[src/rtl/dmem_boot_sequencer.sv]
`default_nettype none
// ============================================================================
// Module   : dmem_boot_sequencer
// Purpose  : Preloads core data memory while holding the core in reset, then
//            runs it and captures result/done stores. Optional watchdog via
//            the DMEM_BOOT_WATCHDOG_EN macro.
// Revision : 1.0 - initial release
// ============================================================================
module dmem_boot_sequencer #(
    parameter logic [31:0] RESULT_ADDR    = 32'h0200_0008,
    parameter logic [31:0] DONE_ADDR      = 32'h0200_000C,
    parameter int unsigned TIMEOUT_CYCLES = 100000,
    parameter int unsigned CNT_W          = 16
) (
    input  logic             clk,
    input  logic             reset,
    input  logic             start,
    input  logic             cmd_valid,
    output logic             cmd_ready,
    input  logic [31:0]      cmd_addr,
    input  logic [31:0]      cmd_data,
    input  logic             cmd_last,
    output logic             cpu_reset,
    output logic             ext_memwrite,
    output logic [31:0]      ext_dataadr,
    output logic [31:0]      ext_writedata,
    input  logic             MemWrite,
    input  logic [31:0]      DataAdr,
    input  logic [31:0]      WriteData,
    output logic [31:0]      result,
    output logic             result_valid,
    output logic [CNT_W-1:0] result_cnt,
    output logic             busy,
    output logic             done,
    output logic             timeout
);

    localparam logic [2:0] c_IDLE    = 3'd0;
    localparam logic [2:0] c_LOAD    = 3'd1;
    localparam logic [2:0] c_GAP     = 3'd2;
    localparam logic [2:0] c_RELEASE = 3'd3;
    localparam logic [2:0] c_RUN     = 3'd4;
    localparam logic [2:0] c_DONE    = 3'd5;
    localparam logic [2:0] c_TIMEOUT = 3'd6;

    logic [2:0]       r_state;
    logic [2:0]       w_nextState;
    logic             r_lastFlag;
    logic             r_cpuReset;
    logic             r_extMemWrite;
    logic [31:0]      r_extDataAdr;
    logic [31:0]      r_extWriteData;
    logic [31:0]      r_result;
    logic             r_resultValid;
    logic [CNT_W-1:0] r_resultCnt;
    logic             r_busy;
    logic             r_done;
    logic             r_timeout;
    logic             w_accept;
    logic             w_storeValid;
    logic             w_resultHit;
    logic             w_doneHit;
    logic             w_wdExpire;

    assign cmd_ready    = (r_state == c_LOAD);
    assign w_accept     = cmd_valid && cmd_ready;
    assign w_storeValid = MemWrite && !r_cpuReset;
    assign w_resultHit  = w_storeValid && (DataAdr == RESULT_ADDR);
    assign w_doneHit    = w_storeValid && (DataAdr == DONE_ADDR) && (WriteData == 32'd1);

`ifdef DMEM_BOOT_WATCHDOG_EN
    logic [31:0] r_wdCnt;

    always_ff @(posedge clk) begin
        if (reset) begin
            r_wdCnt <= '0;
        end else if (r_state == c_RELEASE) begin
            r_wdCnt <= '0;
        end else if (r_state == c_RUN) begin
            r_wdCnt <= r_wdCnt + 32'd1;
        end
    end

    // Fires on the RUN cycle in which the count reaches the budget.
    assign w_wdExpire = (r_state == c_RUN) && ((r_wdCnt + 32'd1) == TIMEOUT_CYCLES);
`else
    logic w_unusedTimeoutCfg;

    assign w_unusedTimeoutCfg = ^TIMEOUT_CYCLES;
    assign w_wdExpire         = 1'b0;
`endif

    always_ff @(posedge clk) begin
        if (reset) begin
            r_state <= c_IDLE;
        end else begin
            r_state <= w_nextState;
        end
    end

    // if-based tests make an unknown store strobe behave as "no write".
    always_comb begin
        w_nextState = r_state;
        case (r_state)
            c_IDLE, c_DONE, c_TIMEOUT: begin
                if (start) w_nextState = c_LOAD;
            end
            c_LOAD: begin
                if (w_accept) w_nextState = c_GAP;
            end
            c_GAP: begin
                w_nextState = r_lastFlag ? c_RELEASE : c_LOAD;
            end
            c_RELEASE: begin
                w_nextState = c_RUN;
            end
            c_RUN: begin
                if (w_doneHit) begin
                    w_nextState = c_DONE;
                end else if (w_wdExpire) begin
                    w_nextState = c_TIMEOUT;
                end
            end
            default: begin
                w_nextState = c_IDLE;
            end
        endcase
    end

    // Status outputs are registered from the next state so they line up with it.
    always_ff @(posedge clk) begin
        if (reset) begin
            r_lastFlag     <= 1'b0;
            r_cpuReset     <= 1'b1;
            r_extMemWrite  <= 1'b0;
            r_extDataAdr   <= '0;
            r_extWriteData <= '0;
            r_result       <= '0;
            r_resultValid  <= 1'b0;
            r_resultCnt    <= '0;
            r_busy         <= 1'b0;
            r_done         <= 1'b0;
            r_timeout      <= 1'b0;
        end else begin
            r_cpuReset     <= (w_nextState != c_RUN);
            r_busy         <= (w_nextState == c_LOAD) || (w_nextState == c_GAP) ||
                              (w_nextState == c_RELEASE) || (w_nextState == c_RUN);
            r_done         <= (w_nextState == c_DONE);
            r_timeout      <= (w_nextState == c_TIMEOUT);
            r_extMemWrite  <= w_accept;
            r_extDataAdr   <= w_accept ? cmd_addr : 32'd0;
            r_extWriteData <= w_accept ? cmd_data : 32'd0;
            r_resultValid  <= 1'b0;
            if (w_accept) begin
                r_lastFlag <= cmd_last;
            end
            if (r_state == c_RELEASE) begin
                r_resultCnt <= '0;
            end else if ((r_state == c_RUN) && w_resultHit) begin
                r_result      <= WriteData;
                r_resultValid <= 1'b1;
                if (r_resultCnt != {CNT_W{1'b1}}) begin
                    r_resultCnt <= r_resultCnt + {{(CNT_W-1){1'b0}}, 1'b1};
                end
            end
        end
    end

    assign cpu_reset     = r_cpuReset;
    assign ext_memwrite  = r_extMemWrite;
    assign ext_dataadr   = r_extDataAdr;
    assign ext_writedata = r_extWriteData;
    assign result        = r_result;
    assign result_valid  = r_resultValid;
    assign result_cnt    = r_resultCnt;
    assign busy          = r_busy;
    assign done          = r_done;
    assign timeout       = r_timeout;

endmodule
`default_nettype wire
[config.mk]
export PLATFORM = sky130hd
export DESIGN_NAME = dmem_boot_sequencer
export DESIGN_NICKNAME = d
export VERILOG_FILES = /design/src/rtl/dmem_boot_sequencer.sv
export SDC_FILE = /design/constraint.sdc
export NUM_CORES = 1
export LEC_CHECK = 0
export ABC_AREA = 1
export CORE_ASPECT_RATIO = 1.25
export CORE_MARGIN = 8
export CORE_UTILIZATION = 41
export CTS_BUF_LIST = sky130_fd_sc_hd__clkbuf_8
export CTS_CLUSTER_DIAMETER = 40
export DETAILED_ROUTE_END_ITERATION = 7
export MAX_ROUTING_LAYER = met4
export PLACE_DENSITY = 0.81
export REMOVE_ABC_BUFFERS = 1
export SYNTH_ARGS = -nofsm -noshare
export SYNTH_HDL_FRONTEND = slang
export SYNTH_SLANG_ARGS = --single-unit
[constraint.sdc]
create_clock -name clk -period 2.52 [get_ports clk]
set_clock_uncertainty 0.2 [all_clocks]
set_input_delay 0.378 -clock clk [delete_from_list [all_inputs] [get_ports clk]]
set_output_delay 0.378 -clock clk [all_outputs]
set_load 0.02 [all_outputs]
# --- After elaboration in Yosys (flattened, before gate mapping) ---
# Index checks and enable logic that the tools add are counted.
word_totals:
  ff_bits: 122
  latch_bits: 0
  mem_bits_rw: 0
  romBits: 0
  inputBits: 134
  output_inout_bits: 119
  mem_count: 0
op_classes:
  n_addsub: 1
  mul: 0
  n_div: 0
  order_cmp: 0
  n_eq_ne: 17
  n_shift: 0
  n_mux: 6
  n_bitwise: 2
  reduce_logical: 16
ops:
  columns: ["operator", "count"]
  rows:
  - ["$eq 32x26->1 const B", 2]
  - ["$eq 32x1->1 const B", 1]
  - ["$eq 3x3->1 const B", 6]
  - ["$add 16x1->16 const B", 1]
  - ["$ne 16x16->1 const B", 1]
  - ["$pmux 3 s5", 1]
  - ["$eq 3x2->1 const B", 4]
  - ["$mux 3", 3]
  - ["$eq 3x1->1 const B", 2]
  - ["$logic_and 1x1->1", 6]
  - ["$reduce_and 2->1", 2]
  - ["$reduce_or 2->1", 2]
  - ["$logic_not 3->1", 1]
  - ["$logic_or 1x1->1", 3]
  - ["$ne 3x3->1 const B", 1]
  - ["$reduce_or 3->1", 1]
  - ["$mux 2", 1]
  - ["$not 1->1", 2]
  - ["$logic_not 1->1", 1]
  - ["$mux 1", 1]

# --- Depth between registers and ports, before layout ---
# Gate-level depths: netlist (run 1).
logic_depth:
  word_depth: 10
  ltp_mapped: 12
  ltp_nobuf: 11

# --- Least setup slack after synthesis (run 1) ---
# OpenSTA, ideal clock, no wires.
synth_timing:
  path_type: "register -> register"
  startpoint: "reg r_resultCnt[0], in the netlist result_cnt[0]"
  endpoint: "reg r_resultCnt[1], in the netlist result_cnt[1]"
  setup_ps: 113
  arrival_ps: 1647
  t_required_ps: 2207
  slack_ps: 560
  path_stages_with_launch: 9
  n_path_buf: 0
  path_cell_list: "dfxtp_1 ha_1 nand3_1 nor2_1 nand4_1 nand2_1 inv_2 o21ai_1 nor2_1"
synth_between:
  elab_chain_len: 2
synth_rtl:
  columns: ["item", "line_no", "text"]
  rows:
  - ["start: declaration", "55", "logic [CNT_W-1:0] r_resultCnt;"]
  - ["start signal: assignment", "163", "r_resultCnt <= r_resultCnt + {{(CNT_W-1){1'b0}}, 1'b1};"]
  - ["parallel branches: the longest is 2 deep, another holds $add 16x1->16", null, null]
# Parallel ways; which one is timed is not known.
# A chain may end at the register's enable or synchronous reset.

# --- Worst setup path after layout (run 1) ---
layout_timing:
  startpoint: "reg r_state[1]"
  endpoint: "out cmd_ready"
layout_between:
  elab_chain_len: 1
layout_rtl:
  columns: ["item", "line_no", "text"]
  rows:
  - ["start: declaration", "46", "logic [2:0] r_state;"]
  - ["start signal: assignment", "95", "r_state <= c_IDLE;"]
  - ["start signal: assignment", "97", "r_state <= w_nextState;"]
  - ["$eq 3x1->1", "65", "assign cmd_ready = (r_state == c_LOAD);"]
  - ["end: declaration", "19", "output logic cmd_ready,"]
# No other way between the ends.

==> impl_metrics.csv, run 1 <==
group,metric,value,unit
setup_path,critPathCaptureType,"output pin",
layout,multi_input_area,1788,µm²
grt,grt_usage,0.2076,
setup_path,r2r-start,"result_cnt[0]$_SDFFE_PP0P_",
drt,detail-route-antenna-nets,0,
worst_hold_path,worstHoldPathCells,3,
synthesis,yosysSeqAreaShare,0.5036,
setup_path,r2r-end,"result_cnt[2]$_SDFFE_PP0P_",
clocking,cts_resized,0,
run,cap_violations,0,
place,finalWeightedCongestion,0.8746,
die,die_w,113.3,µm
setup_path,critPathMaxFanout,5,
drt,vias,5000,
drt,vias_per_cell,4.591,
die,start_util,0.4195,
setup_path,worst_r2r_path_depth,8,
die,ios,253,
power,leakage,3.444,nW
setup_path,cp-start-kind,"register",
timing,timing.fmax,435.3,MHz
synthesis,synth-edff-count,0,
synthesis,avgSynthCellArea,7.132,µm²
grt,use_met3,0.09912,
power,ir_drop,0.5634,mV
grt,gr-max-usage-layer,"met2",
synthesis,yosysWarningCount,0,
clocking,cts_max_level,4,
timing,rsz0062_at_grt,"false",
timing,worst_pin_slew,0.9984,ns
clocking,cts_tree,"done",
grt,grt_overflow,0,
synthesis,synth_most_common_cell,"nor2_1",
layout,antenna_cells,0,
power,p_per_area,541.0,nW/µm²
clocking,clk_root_buffer_cell,"clkbuf_8",
synthesis,ys.flop_type,"dfxtp_1",
timing,min_period,2.297,ns
grt,grtUsageMet1,0.2079,
drt,first_pass_iters,5,
grt,grt_max_degree,65,
timing,setup_slack,0.2226,ns
worst_hold_path,hold_path_class,"primary input to register",
layout,fill_cells,988,
grt,grt_pass1_vias,4956,
clocking,clk_pin_slew,0.08,ns
timing,fin_crit_sh,0.9117,
synthesis,yosysTopAreaCellShare,0.5036,
clocking,cts_max_path_buffers,2,
worst_hold_path,hold_end,"ext_writedata[17]$_SDFF_PP0_",
synthesis,synth_cell_type_count,28,
worst_hold_path,min_from,"cmd_data[17]",
setup_path,r2r_slack,0.45,ns
place,dpl-instance-area,7521,µm²
clocking,clock_latency,0.42,ns
synthesis,ys_top_cells_by_count,"nor2_1 (169), inv_1 (131), dfxtp_1 (122)",
place,numPortBuffers,252,
setup_path,crit_type,"register to output pin",
drt,routed_wl,15540,µm
drt,drtIter0Drc,169,
clocking,postCtsHoldBufs,0,
synthesis,ys_ff_latch,122,
grt,antenna_found_initial,0,
timing,relSlewSlack,0.3334,
synthesis,async_flop_share,0,
run_status,status,"complete, no violations",
layout,nets,1073,
synthesis,synth_cells,680,
drt,routedWlPerCell,14.27,µm
layout,syn_to_final_growth,63.73,%
timing,drv_slew,0,
die,dieArea,15590,µm²
die,fp.dieH,137.6,µm
clocking,post_cts_buffers,0,
drt,drc,0,
die,row_count,44,
place,dpl_worst_slack,0.1220,ns
layout,drive_gt1_frac,0.05468,
setup_path,crit_required,1.94,ns
layout,stdcell_area,7940,µm²
place,hpwl,12350,µm
setup_path,crit_arrival,1.72,ns
synthesis,synthTopCellsByArea,"dfxtp_1 (50%), nor2_1 (13%), inv_1 (10%)",
die,core,11560,µm²
layout,register_area,2442,µm²
grt,met2_usage,0.3423,
synthesis,syn-cell-area,4850,µm²
clocking,cts_made_buffers,17,
grt,grt_pass1_wl,24390,µm
timing,setup_viol,0,
clocking,cts.sinks,122,
synthesis,yosysTopAreaCell,"dfxtp_1",
timing,hold_viol,0,
layer usage:
| layer | share of wire | wire length [µm] |
|---|---|---|
| met5 | 0 | 0 |
| met4 | 0.023 | 361 |
| met3 | 0.11 | 1769 |
| met2 | 0.48 | 7440 |
| met1 | 0.38 | 5971 |
stage by stage:
step                      utilization  instances  hold slack, ns  total power [mW]  TNS, ns
final                          0.6868       1089          0.2672             4.295        0
after global routing           0.6868       1089          0.2321             4.496        0
after global placement         0.6505       1057          0.2602             2.521        0
after floorplan                     -        658          0.2504             2.194  -0.1236
after detailed placement       0.6505       1057          0.2728             2.528        0
after CTS                      0.6868       1089          0.2217             4.356        0
state kept, by name (all words and copies together), names as in the netlist:
register / cells
ext_dataadr: 32
ext_writedata: 32
result: 32
result_cnt: 16
r_state: 3
busy: 1
cpu_reset: 1
done: 1
ext_memwrite: 1
r_lastFlag: 1
result_valid: 1
timeout: 1
final cells by class:
type / count / share of cell area
Timing Repair Buffer: 261 / 0.3293
Multi-Input combinational cell: 402 / 0.2252
Sequential cell: 122 / 0.3076
Clock inverter: 14 / 0.02159
Clock buffer: 18 / 0.03120
Tap cell: 138 / 0.02175
Inverter: 134 / 0.06335
cells in the final DEF (no fill, tap or decap):
cell and instances:
inv_6 2, and3_1 1, o21ai_1 1, buf_12 2, nand3_1 23, nor2_1 169, xnor2_1 2, bufinv_16 3
nor3_2 1, nor3_1 8, nor2_2 1, a21oi_1 32, ha_1 1, nand2_2 1, nand3_2 1, xor2_1 4
inv_1 132, buf_4 7, clkinv_2 2, clkinv_4 4, nand4_2 1, a21oi_2 1, clkdlybuf4s50_1 252, dfxtp_1 122
nand4_1 21, o21bai_1 1, nor2_4 3, o21ai_0 38, inv_2 3, nand2_1 92, clkbuf_8 18, clkinvlp_4 2
where the power goes:
group	internal [mW]	total, mW	leakage (nW)	switching [mW]
Combinational	0.288	0.502	2.25	0.213
Sequential	1.97	1.98	0.986	0.0132
Clock	1.01	1.81	0.211	0.805
worst max-delay path, cell delays in order, from the launching register on:
cell             delay (ns)
dfxtp_1                0.35
inv_1                  0.10
nand3_1                0.12
inv_1                  0.08
clkdlybuf4s50_1        0.65
cell families (layout without fill, tap and decap cells):
logic type	after synthesis	count (layout)	synth area share
compound gates	73	73	0.07662
xor+xnor	6	6	0.01084
fa+ha+maj	1	1	0.002580
buf+inv	156	427	0.1287
flops	122	122	0.5036
simple gates	322	322	0.2776
how the worst max path moves through the flow:
stage	startpoint	to	slack, ns	cells past startpoint
after global placement	DataAdr[13]	result[10]$_SDFFE_PP0P_	0.24	9
after global routing	r_state[1]$_SDFF_PP0_	cmd_ready	0.09	4
after CTS	r_state[1]$_SDFF_PP0_	cmd_ready	0.17	4
after floorplan	DataAdr[15]	result_cnt[0]$_SDFFE_PP0P_	-0.05	9
final	r_state[1]$_SDFF_PP0_	cmd_ready	0.22	4
after detailed placement	DataAdr[13]	result[2]$_SDFFE_PP0P_	0.12	9
No activity file was read; power rests on OpenSTA's default activity.
==> inputs of run 2 (changes only) <==
--- a/config.mk
+++ b/config.mk
@@ -11,7 +11,9 @@
 export CORE_UTILIZATION = 41
 export CTS_BUF_LIST = sky130_fd_sc_hd__clkbuf_8
 export CTS_CLUSTER_DIAMETER = 40
+export CTS_CLUSTER_SIZE = 24
 export DETAILED_ROUTE_END_ITERATION = 7
+export GPL_ROUTABILITY_DRIVEN = 0
 export MAX_ROUTING_LAYER = met4
 export PLACE_DENSITY = 0.81
 export REMOVE_ABC_BUFFERS = 1
==> run 2 against run 1 <==
Effect of this change:
- fmax grew 0.12%
- core utilization about the same
- first-iteration DRC count decreased by 8.9%
- critical endpoint unchanged
- highest routed layer unchanged
- die area did not move
- clock-buffer cell count increased by 1
- critical path depth unchanged
- register-to-register slack got worse by 0.04 ns
==> impl_metrics.csv, run 2 (synthesized netlist as in run 1, its figures left out) <==
group,metric,value,unit
clocking,cts_max_path_buffers,2,
setup_path,path_cells,"inv_1, nand3_1, inv_1, clkdlybuf4s50_1",
timing,setup_slack,0.2252,ns
setup_path,crit_required,1.94,ns
die,core,11560,µm²
worst_hold_path,worstHoldPathCells,3,
layout,multi_input_area,1788,µm²
timing,worst_pin_slew,0.5042,ns
drt,drtIter0Drc,154,
clocking,postCtsHoldBufs,0,
timing,timing.fmax,435.8,MHz
layout,fill_cells,981,
worst_hold_path,min_from,"cmd_addr[9]",
clocking,clk_root_buffer_cell,"clkbuf_8",
setup_path,r2r_slack,0.41,ns
setup_path,crit_arrival,1.72,ns
setup_path,cpLargestDelayFamily,"buffers and inverters",
setup_path,worst_r2r_path_depth,8,
clocking,cts.sinks,122,
setup_path,slowest_delay,0.67,ns
timing,hold_viol,0,
layout,antenna_cells,0,
setup_path,r2r-start,"result_cnt[0]$_SDFFE_PP0P_",
layout,drive_gt1_frac,0.05368,
clocking,cts_max_level,4,
power,ir_drop,0.5057,mV
setup_path,critPathCaptureType,"output pin",
power,p_per_area,536.3,nW/µm²
setup_path,crit_top_cell,"inv_1",
clocking,cts_tree,"done",
layout,register_area,2442,µm²
timing,relSlewSlack,0.6635,
die,start_util,0.4195,
timing,drv_slew,0,
clocking,cts_made_buffers,17,
power,leakage,3.444,nW
die,fp.dieH,137.6,µm
layout,syn_to_final_growth,63.80,%
setup_path,critPathBufInv,3,
drt,vias,5024,
grt,grt_max_degree,51,
timing,setup_viol,0,
die,dieArea,15590,µm²
drt,detail-route-antenna-nets,0,
clocking,cts_resized,0,
layout,fin_util,0.6871,
place,dpl-instance-area,7533,µm²
setup_path,crit_type,"register to output pin",
layout,stdcell_area,7944,µm²
layout,final_cell_mix,"clkdlybuf4s50_1 (252), nor2_1 (169), inv_1 (132), dfxtp_1 (122), nand2_1 (92)",
die,row_count,44,
grt,grt_pass1_wl,24820,µm
grt,grt_usage,0.2087,
layout,nets,1073,
clocking,clock_latency,0.42,ns
worst_hold_path,hold_path_class,"primary input to register",
timing,fin_tns_setup,0,ns
timing,min_period,2.295,ns
setup_path,critPathMaxFanout,5,
timing,fin_crit_sh,0.9106,
grt,grt_pass1_vias,5078,
setup_path,cp-start-kind,"register",
place,dpl_worst_slack,0.1251,ns
drt,routed_wl,15780,µm
drt,routedWlPerCell,14.51,µm
drt,vias_per_cell,4.618,
setup_path,r2r-end,"result_cnt[2]$_SDFFE_PP0P_",
grt,antenna_found_initial,0,
grt,grt_overflow,0,
layout,final_common_cell,"clkdlybuf4s50_1",
place,hpwl,12540,µm
place,numPortBuffers,252,
timing,rsz0062_at_grt,"false",
run_status,status,"complete, no violations",
drt,drc,0,
drt,first_pass_iters,4,
setup_path,crit_slowest_cell,"clkdlybuf4s50_1",
clocking,clk_pin_slew,0.07,ns
clocking,post_cts_buffers,0,
worst_hold_path,hold_end,"ext_dataadr[9]$_SDFF_PP0_",
die,ios,253,
run,cap_violations,0,
die,die_w,113.3,µm
-- run 2: worst max-delay path by stage --
stage	from	end	depth (start not counted)
2_1_floorplan	DataAdr[15]	result_cnt[0]$_SDFFE_PP0P_	9
3_3_place_gp	DataAdr[15]	result[14]$_SDFFE_PP0P_	9
3_5_place_dp	DataAdr[15]	result[18]$_SDFFE_PP0P_	9
4_1_cts	r_state[1]$_SDFF_PP0_	cmd_ready	4
5_1_grt	r_state[2]$_SDFF_PP0_	cmd_ready	4
6_report	r_state[1]$_SDFF_PP0_	cmd_ready	4
-- run 2: report_power, final --
part	switching [mW]	internal [mW]	total, mW
clock	0.757	1.02	1.78
combinational	0.212	0.289	0.502
sequential	0.0142	1.97	1.98
-- run 2: tightest hold or removal path, cell delays in order --
cell             delay, ns
clkdlybuf4s50_1       0.39
inv_1                 0.05
nor2_1                0.03
-- run 2: layer usage --
metal	up-vias	track usage	wire [µm]
met5	-	-	0
met3	21	0.08640	1673
li1	2573	-	-
met4	0	0.07938	275
met2	212	0.3572	7790
met1	2218	0.2099	6044
-- run 2: through the flow --
step           power (mW)  std cells  hold WS (ns)
3_3_place_gp        2.520       1057        0.2612
2_1_floorplan       2.194        658        0.2504
5_1_grt             4.447       1088        0.2572
3_5_place_dp        2.529       1057        0.2743
4_1_cts             4.312       1088        0.2457
6_report            4.260       1088        0.2694
-- run 2: layout make-up --
cell class                      count  share of cell area
Timing Repair Buffer              261              0.3308
Clock buffer                       19             0.03292
Multi-Input combinational cell    402              0.2251
Inverter                          134             0.06332
Tap cell                          138             0.02174
Sequential cell                   122              0.3074
Clock inverter                     12             0.01874
